==> src/rtl/lsu_access_unit.sv <==
// Load/store access unit: turns decoder MREN/MWEN micro-commands into one
// valid/ready data-memory transaction. Optional misalignment trap: LSU_MISALIGN_TRAP_EN.
module lsu_access_unit #(
    parameter int unsigned ADDR_W = 32,
    parameter int unsigned DATA_W = 32
) (
    input  logic              clk,
    input  logic              rst_n,
    input  logic              in_valid,
    output logic              in_ready,
    input  logic [1:0]        mren,
    input  logic [1:0]        mwen,
    input  logic              load_unsigned,
    input  logic [ADDR_W-1:0] addr,
    input  logic [DATA_W-1:0] wdata,
    output logic              mem_valid,
    input  logic              mem_ready,
    output logic              mem_we,
    output logic [ADDR_W-1:0] mem_addr,
    output logic [3:0]        mem_wmask,
    output logic [DATA_W-1:0] mem_wdata,
    input  logic              mem_rvalid,
    input  logic [DATA_W-1:0] mem_rdata,
    output logic              out_valid,
    input  logic              out_ready,
    output logic [DATA_W-1:0] rdata,
    output logic              err
);

    localparam logic [1:0] SZ_B = 2'b01;
    localparam logic [1:0] SZ_H = 2'b10;

    typedef enum logic [1:0] {ST_IDLE, ST_REQ, ST_WAIT, ST_RESP} state_e;

    state_e              state_q, state_d;
    logic [ADDR_W-1:0]   addr_q, addr_d;
    logic [1:0]          size_q, size_d;
    logic                we_q, we_d;
    logic                uns_q, uns_d;
    logic [3:0]          wmask_q, wmask_d;
    logic [DATA_W-1:0]   wdata_q, wdata_d;
    logic [DATA_W-1:0]   rdata_q, rdata_d;
    logic                err_q, err_d;

    logic [1:0]          req_size_c;
    logic                req_conflict_c, req_noop_c, req_fault_c;
    logic [3:0]          lane_mask_c;
    logic [DATA_W-1:0]   lane_data_c;
    logic [7:0]          ld_byte_c;
    logic [15:0]         ld_half_c;
    logic [DATA_W-1:0]   load_data_c;

    // Request decode and store lane placement from the live execute-stage inputs
    always_comb begin
        req_size_c     = mren | mwen;
        req_conflict_c = (mren != 2'b00) && (mwen != 2'b00);
        req_noop_c     = (mren == 2'b00) && (mwen == 2'b00);
`ifdef LSU_MISALIGN_TRAP_EN
        req_fault_c    = ((req_size_c == SZ_H) && addr[0]) ||
                         ((req_size_c == 2'b11) && (addr[1:0] != 2'b00));
`else
        req_fault_c    = 1'b0;
`endif
        case (req_size_c)
            SZ_B: begin
                lane_mask_c = 4'(4'b0001 << addr[1:0]);
                lane_data_c = {4{wdata[7:0]}};
            end
            SZ_H: begin
                lane_mask_c = 4'(4'b0011 << {addr[1], 1'b0});
                lane_data_c = {2{wdata[15:0]}};
            end
            default: begin
                lane_mask_c = 4'b1111;
                lane_data_c = wdata;
            end
        endcase
    end

    // Load extraction from the raw word using the captured offset and size
    always_comb begin
        ld_byte_c = mem_rdata[{addr_q[1:0], 3'b000} +: 8];
        ld_half_c = mem_rdata[{addr_q[1], 4'b0000} +: 16];
        case (size_q)
            SZ_B:    load_data_c = uns_q ? {24'b0, ld_byte_c} : {{24{ld_byte_c[7]}}, ld_byte_c};
            SZ_H:    load_data_c = uns_q ? {16'b0, ld_half_c} : {{16{ld_half_c[15]}}, ld_half_c};
            default: load_data_c = mem_rdata;
        endcase
        if (we_q) begin
            load_data_c = '0;
        end
    end

    always_comb begin
        state_d = state_q;
        addr_d  = addr_q;
        size_d  = size_q;
        we_d    = we_q;
        uns_d   = uns_q;
        wmask_d = wmask_q;
        wdata_d = wdata_q;
        rdata_d = rdata_q;
        err_d   = err_q;
        case (state_q)
            ST_IDLE: begin
                if (in_valid) begin
                    addr_d  = addr;
                    size_d  = req_size_c;
                    uns_d   = load_unsigned;
                    we_d    = 1'b0;
                    wmask_d = 4'b0000;
                    wdata_d = '0;
                    rdata_d = '0;
                    err_d   = req_conflict_c || req_fault_c;
                    if (req_conflict_c || req_noop_c || req_fault_c) begin
                        state_d = ST_RESP;
                    end else begin
                        state_d = ST_REQ;
                        if (mwen != 2'b00) begin
                            we_d    = 1'b1;
                            wmask_d = lane_mask_c;
                            wdata_d = lane_data_c;
                        end
                    end
                end
            end
            ST_REQ: begin
                if (mem_ready) begin
                    if (mem_rvalid) begin
                        rdata_d = load_data_c;
                        state_d = ST_RESP;
                    end else begin
                        state_d = ST_WAIT;
                    end
                end
            end
            ST_WAIT: begin
                if (mem_rvalid) begin
                    rdata_d = load_data_c;
                    state_d = ST_RESP;
                end
            end
            ST_RESP: begin
                if (out_ready) begin
                    state_d = ST_IDLE;
                end
            end
            default: state_d = ST_IDLE;
        endcase
    end

    always_ff @(posedge clk or negedge rst_n) begin
        if (!rst_n) begin
            state_q <= ST_IDLE;
            addr_q  <= '0;
            size_q  <= 2'b00;
            we_q    <= 1'b0;
            uns_q   <= 1'b0;
            wmask_q <= 4'b0000;
            wdata_q <= '0;
            rdata_q <= '0;
            err_q   <= 1'b0;
        end else begin
            state_q <= state_d;
            addr_q  <= addr_d;
            size_q  <= size_d;
            we_q    <= we_d;
            uns_q   <= uns_d;
            wmask_q <= wmask_d;
            wdata_q <= wdata_d;
            rdata_q <= rdata_d;
            err_q   <= err_d;
        end
    end

    assign in_ready  = (state_q == ST_IDLE);
    assign mem_valid = (state_q == ST_REQ);
    assign out_valid = (state_q == ST_RESP);
    assign mem_we    = we_q;
    assign mem_addr  = {addr_q[ADDR_W-1:2], 2'b00};
    assign mem_wmask = wmask_q;
    assign mem_wdata = wdata_q;
    assign rdata     = rdata_q;
    assign err       = err_q;

endmodule

==> config.mk <==
export PLATFORM = sky130hd
export DESIGN_NAME = lsu_access_unit
export DESIGN_NICKNAME = d
export VERILOG_FILES = /design/src/rtl/lsu_access_unit.sv
export SDC_FILE = /design/constraint.sdc
export NUM_CORES = 1
export LEC_CHECK = 0
export BUFFER_PORTS_ARGS = -buffer_cell sky130_fd_sc_hd__buf_2
export CAP_MARGIN = 15
export CORE_MARGIN = 4
export CORE_UTILIZATION = 44
export DETAILED_ROUTE_END_ITERATION = 7
export GPL_TIMING_DRIVEN = 0
export PLACE_DENSITY = 0.81
export RECOVER_POWER = 25
export SLEW_MARGIN = 5
export SYNTH_ARGS = -nofsm -noshare
export SYNTH_HDL_FRONTEND = slang
export SYNTH_SLANG_ARGS = --single-unit
==> constraint.sdc <==
create_clock -name clk -period 2.15 [get_ports clk]
set_input_delay 0.43 -clock clk [delete_from_list [all_inputs] [get_ports clk]]
set_output_delay 0.43 -clock clk [all_outputs]
set_load 0.02 [all_outputs]
# Yosys cells after proc, flatten, opt, wreduce, memory -nomap -nowiden
# Index checks and enable logic that the tools add are counted.
[word_totals] out_inout_bits=105 regBits=107
[op_classes] n_bitwise=1 eq_ne=11 muxes=23 reduce_logical=12 shifts=4
[ops] cell="two-way mux 32 bit" count=8
[ops] cell="one-hot mux 32 bit (2 select lines)" count=2
[ops] cell="one-hot mux 32 bit (3 select lines)" count=1
[ops] cell="indexed part select 32 x 6 -> 16 bit" count=1
[ops] cell="indexed part select 32 x 6 -> 8 bit" count=1
[ops] cell="two-way mux 2 bit" count=5
[ops] cell="equality test 2 bit, second input constant" count=4
[ops] cell="two-way mux 4 bit" count=2
[ops] cell="one-hot mux 2 bit (4 select lines)" count=1
[ops] cell="one-hot mux 4 bit (2 select lines)" count=1
[ops] cell="equality test 2 x 1 -> 1 bit, second input constant" count=3
[ops] cell="logical NOT 2 bit" count=3
[ops] cell="!= test 2 x 1 -> 1 bit, second input constant" count=2
[ops] cell="!= test 2 bit, second input constant" count=2
[ops] cell="AND reduction 4 bit" count=1
[ops] cell="nonzero test 2 bit" count=2
[ops] cell="left shift 1 x 2 -> 4 bit, first input constant" count=1
[ops] cell="left shift 2 x 2 -> 4 bit, first input constant" count=1
[ops] cell="two-way mux 1 bit" count=3
[ops] cell="AND reduction 3 bit" count=1
[ops] cell="nonzero test 3 bit" count=1
[ops] cell="logical AND 1 bit" count=2
[ops] cell="bitwise OR 2 bit" count=1
[ops] cell="AND reduction 2 bit" count=1
[ops] cell="logical OR 1 bit" count=1

# Depth between registers and ports, before layout
[logic_depth] depth_word=7 ltp_mapped=9

# Least setup slack after synthesis
# OpenSTA, ideal clock, no wires.
[synth_path] path_type="register to register" from="register state_q[0]" to="register rdata_q[27] (netlist: rdata[27])" arrival_ps=2024 stages_incl_launch_ff=8 path_slack_ps=0 setup_ps=126 n_path_buf=2 path_cell_list="dfrtp_1 -> inv_1 -> ha_1 -> nor2b_4 -> or4_4 -> buf_6 -> buf_6 -> a221o_1"
[synth_between] elab_chain_cells=3 elab_cells_between_ends=8 cone_classes="eq/ne (4); mux (1); reduce/logical (3)"
[synth_lines] item="from (decl)" line="35" source="state_e state_q, state_d;"
[synth_lines] item="from (signal assigned)" line="164" source="state_q <= state_d;"
[synth_lines] item="logical NOT 2 bit (*)"
[synth_lines] item="via in_ready" line="10" source="output logic in_ready,"
[synth_lines] item="!= test 2 bit (no line) or nonzero test 3 bit (tied branches)"
[synth_lines] item="AND reduction 3 bit (no line)"
[synth_lines] item="to (signal assigned)" line="171" source="rdata_q <= rdata_d;"
[synth_lines] item="to (decl)" line="42" source="logic [DATA_W-1:0] rdata_q, rdata_d;"
# The timed path passes the listed nets; every way through them passes the cells marked *.
# A chain may end at the register's enable or synchronous reset.

# Worst setup path after layout
[layout_path] from="register state_q[1]" to="register rdata_q[30] (netlist: rdata[30])"
[layout_between] elab_chain_cells=3 elab_cells_between_ends=8 cone_classes="eq/ne (4); mux (1); reduce/logical (3)"
[layout_lines] item="equality test 2 x 1 -> 1 bit, or another cell as far along" line="104" source="case (state_q)"
[layout_lines] item="!= test 2 x 1 -> 1 bit (no line), or another cell as far along"
[layout_lines] item="AND reduction 3 bit (no line)"
# Several ways; a longest one is shown, not always the timed one.

==> run metrics <==
Lkg Pwr 3.614 nW; remaining antenna violation count after routing 0; Reg power frac 0.319; Crit. End Element register; Placeable Area 0.01161 sq mm; Min-Delay Path Class in -> reg; worst skew pair latency 0.35 ns; Synth Register Bits 107; ANT cells 0; setup ws final 0.06840 ns; mux contribution to synthesized area 0.09247; nets@finish 830; Compound-Gate Fraction of Synth Area 0.1821; Synth Area in Simple Gates 0.1082; crit-path most repeated cell buf_6; GR Overflow Total 0; DR iter-0 viols 314; RSZ-0062 raised after global routing true; Max Slew Vio Count 0; Cell Pwr Density 1500 mW/mm^2; crit path cell chain inv_2 -> ha_2 -> nor2b_2 -> or4_4 -> buf_6 -> buf_6 -> a221o_1; FFs w/ async S/R, synth 1.000; Cell Int Power 6.177 mW; max incr delay on CP 0.49 ns; CP max stage cell or4_4; Pre-antenna DRT Iters 5; Final Wtd Congestion 0.8638; Synth cell types 41; Die Footprint 0.01394 sq mm; Die H 118.1 microns; CP arrival 2.31 ns; Die Wd 118.1 microns; Final Setup Violations 0; Post-Synthesis Cells 484; FMAX 0.4804 GHz; crit path time final 2.082 ns; status complete, no violations; Crit Path Category reg -> reg; H-tree levels 3; CTS Buffer Depth 2; placed cell count 838; pre-CTS setup slack -0.2905 ns; Ys Warns 0; top cells by area, synth dfrtp_1 (50%), mux2_2 (8.9%), buf_4 (4.5%); clk sinks 107; switching share of power 0.4121; Hold-fix buffers, CTS 0; Synth Cell Area 0.005331 sq mm; Gate power share 0.517; io pins 212; ratio of cells with drive above 1 in the final layout 0.4749; DR vias 4732; Rows 39; IO Port Bufs 209; GRT Util Overall 0.2204; Crit Path Max Fanout 10; skew final 0.006975 ns; initial antenna violation count 0; synth cell count leaders dfrtp_1 (107), mux2_2 (42), o21ai_0 (39), buf_4 (32), nand2_1 (31); Final period util 0.9682; Max Cap Violations 0; Seq/Total Area, Yosys 0.5022; hold depth 2; fin cells 859; Slew @ Worst Pin 1.439 ns; FILL cells 972; area grow syn2layout 31.35%; drt drc 0; Reg clk slew, reported paths 0.08 ns; top-count cell post-synth dfrtp_1; adder-cell share of the synthesized area 0.02816; number of global-route vias before repair 4927; Clk pwr share 0.164; combinational family with the most area after synthesis compound AO/OA/AOI/OAI gates; largest net degree at the start of global routing 56; Detailed Place HPWL 11870 microns; slew margin rel. 0.04092; NetSw 4.329 mW; clk root buf clkbuf_16; Num CTS Buffers 9; Hold Violations, Final 0; first-pass GRT wire length 25140 microns; Critical Path Start Type register; ys flop type dfrtp_1; top-area cell type share of the netlist area 0.5022; initial core utilization 0.4591; worst path required time 2.37 ns; Via density 5.509; Max rail drop VDD 0.7227 mV; CTS tree yes; FF-to-FF path depth 7; number of flops mapped to enable cells by yosys 0; area leader, netlist dfrtp_1; DRT Wirelength 15420 microns; post-synthesis xor/xnor area fraction 0; Avg Inst Size Synth 11.02 sq um; WL/cell 17.95 microns
[power groups by stage]
| stage | registers (mW) | clock network [mW] | logic [mW] |
|---|---|---|---|
| 5_1_grt | 3.46 | 1.86 | 5.87 |
| 3_3_place_gp | 3.33 | 0 | 5.06 |
| 3_5_place_dp | 3.37 | 0 | 5.23 |
| 6_report | 3.35 | 1.73 | 5.43 |
| 4_1_cts | 3.35 | 1.77 | 5.35 |
| 2_1_floorplan | 3.85 | 0 | 3.06 |
[placed cells by master (no fill, tap or decap), types with 4 or more instances in the layout]
cell       count
nor2b_1        9
a22o_1        25
inv_1         16
a221o_1       16
dfrtp_1      107
nor2_1        12
clkbuf_2       4
nand3_1        8
nand2_1       31
a211oi_1       8
a21boi_0       7
buf_2        214
buf_4         42
ha_1           9
clkbuf_16      9
o211ai_1       8
clkbuf_1      13
mux2_2        42
a221oi_1       8
o21ai_0       39
nand2b_1      20
a21oi_1       12
nor3b_1        9
[worst paths after layout]
check                           startpoint       endpoint  slack, ns
worst max-delay path            state_q[1]      rdata[30]       0.07
worst min-delay path              addr[11]     addr_q[11]       0.31
worst max register to register  state_q[1]      rdata[30]       0.07
worst min register to register    rdata[2]       rdata[2]       0.47
max in group asynchronous            rst_n     addr_q[25]       0.83
min in group asynchronous            rst_n  mem_wdata[20]       0.41
[per-stage QoR]
stage                     total power, mW  utilization  setup TNS [ns]  cell area (sq um)  hold WS [ns]
after floorplan                     6.915            -               0               5335        0.1344
after global placement              8.386       0.5649          -56.98               6560        0.4557
after detailed placement            8.603       0.5674          -6.270               6590        0.4609
after CTS                           10.47       0.5990               0               6957        0.1566
after global routing                11.19       0.6030        -0.04155               7003        0.3010
final                               10.51       0.6030               0               7003        0.3122
[cell type report]
cell class / instances / area (sq um) / area share
sequential: 107 / 2678 / 0.3823
multi-input combinational: 296 / 2240 / 0.3198
timing repair buffer: 218 / 1134 / 0.1619
buffer: 60 / 386.6 / 0.05521
clock buffer: 10 / 239.0 / 0.03413
tap: 143 / 178.9 / 0.02555
inverter: 19 / 75.07 / 0.01072
clock inverter: 6 / 72.57 / 0.01036
[critical path: cells and delay by family, from the launching register on]
| family | cells | cell delay [ns] |
|---|---|---|
| AND/OR/NAND/NOR | 2 | 0.68 |
| flip-flops | 1 | 0.38 |
| buffers and inverters | 3 | 0.37 |
| AO/OA/AOI/OAI | 1 | 0.35 |
| adder cells (fa/ha/maj) | 1 | 0.20 |
[state kept, by name, summed over array words and instances (netlist names)]
name / flops
addr_q: 32
err: 1
mem_wdata: 32
mem_we: 1
mem_wmask: 4
rdata: 32
size_q: 2
state_q: 2
uns_q: 1
[logic make-up (layout without fill, tap and decap cells)]
family	count (synthesis)	after routing
AO/OA/AOI/OAI	134	134
flip-flops	107	107
AND/OR/NAND/NOR	104	104
buffers and inverters	82	313
multiplexers	44	44
adder cells (fa/ha/maj)	12	12
other	1	2
[repair_timing]
action                                  CTS  global route
resized for setup                         8            17
pin swaps                                 1             1
endpoints found under the setup margin   53            82
buffers inserted                          6             2
[layer usage]
metal | up-vias | routed length [microns] | GRT usage | share of wire
li1 | 2172 | - | - | -
met1 | 2290 | 6179 | 0.2732 | 0.40
met2 | 244 | 7476 | 0.3641 | 0.48
met3 | 26 | 1437 | 0.07448 | 0.093
met4 | 0 | 327 | 0.06740 | 0.021
met5 | - | 0 | 0 | 0
Note: power is estimated with default switching activity, not from simulation.
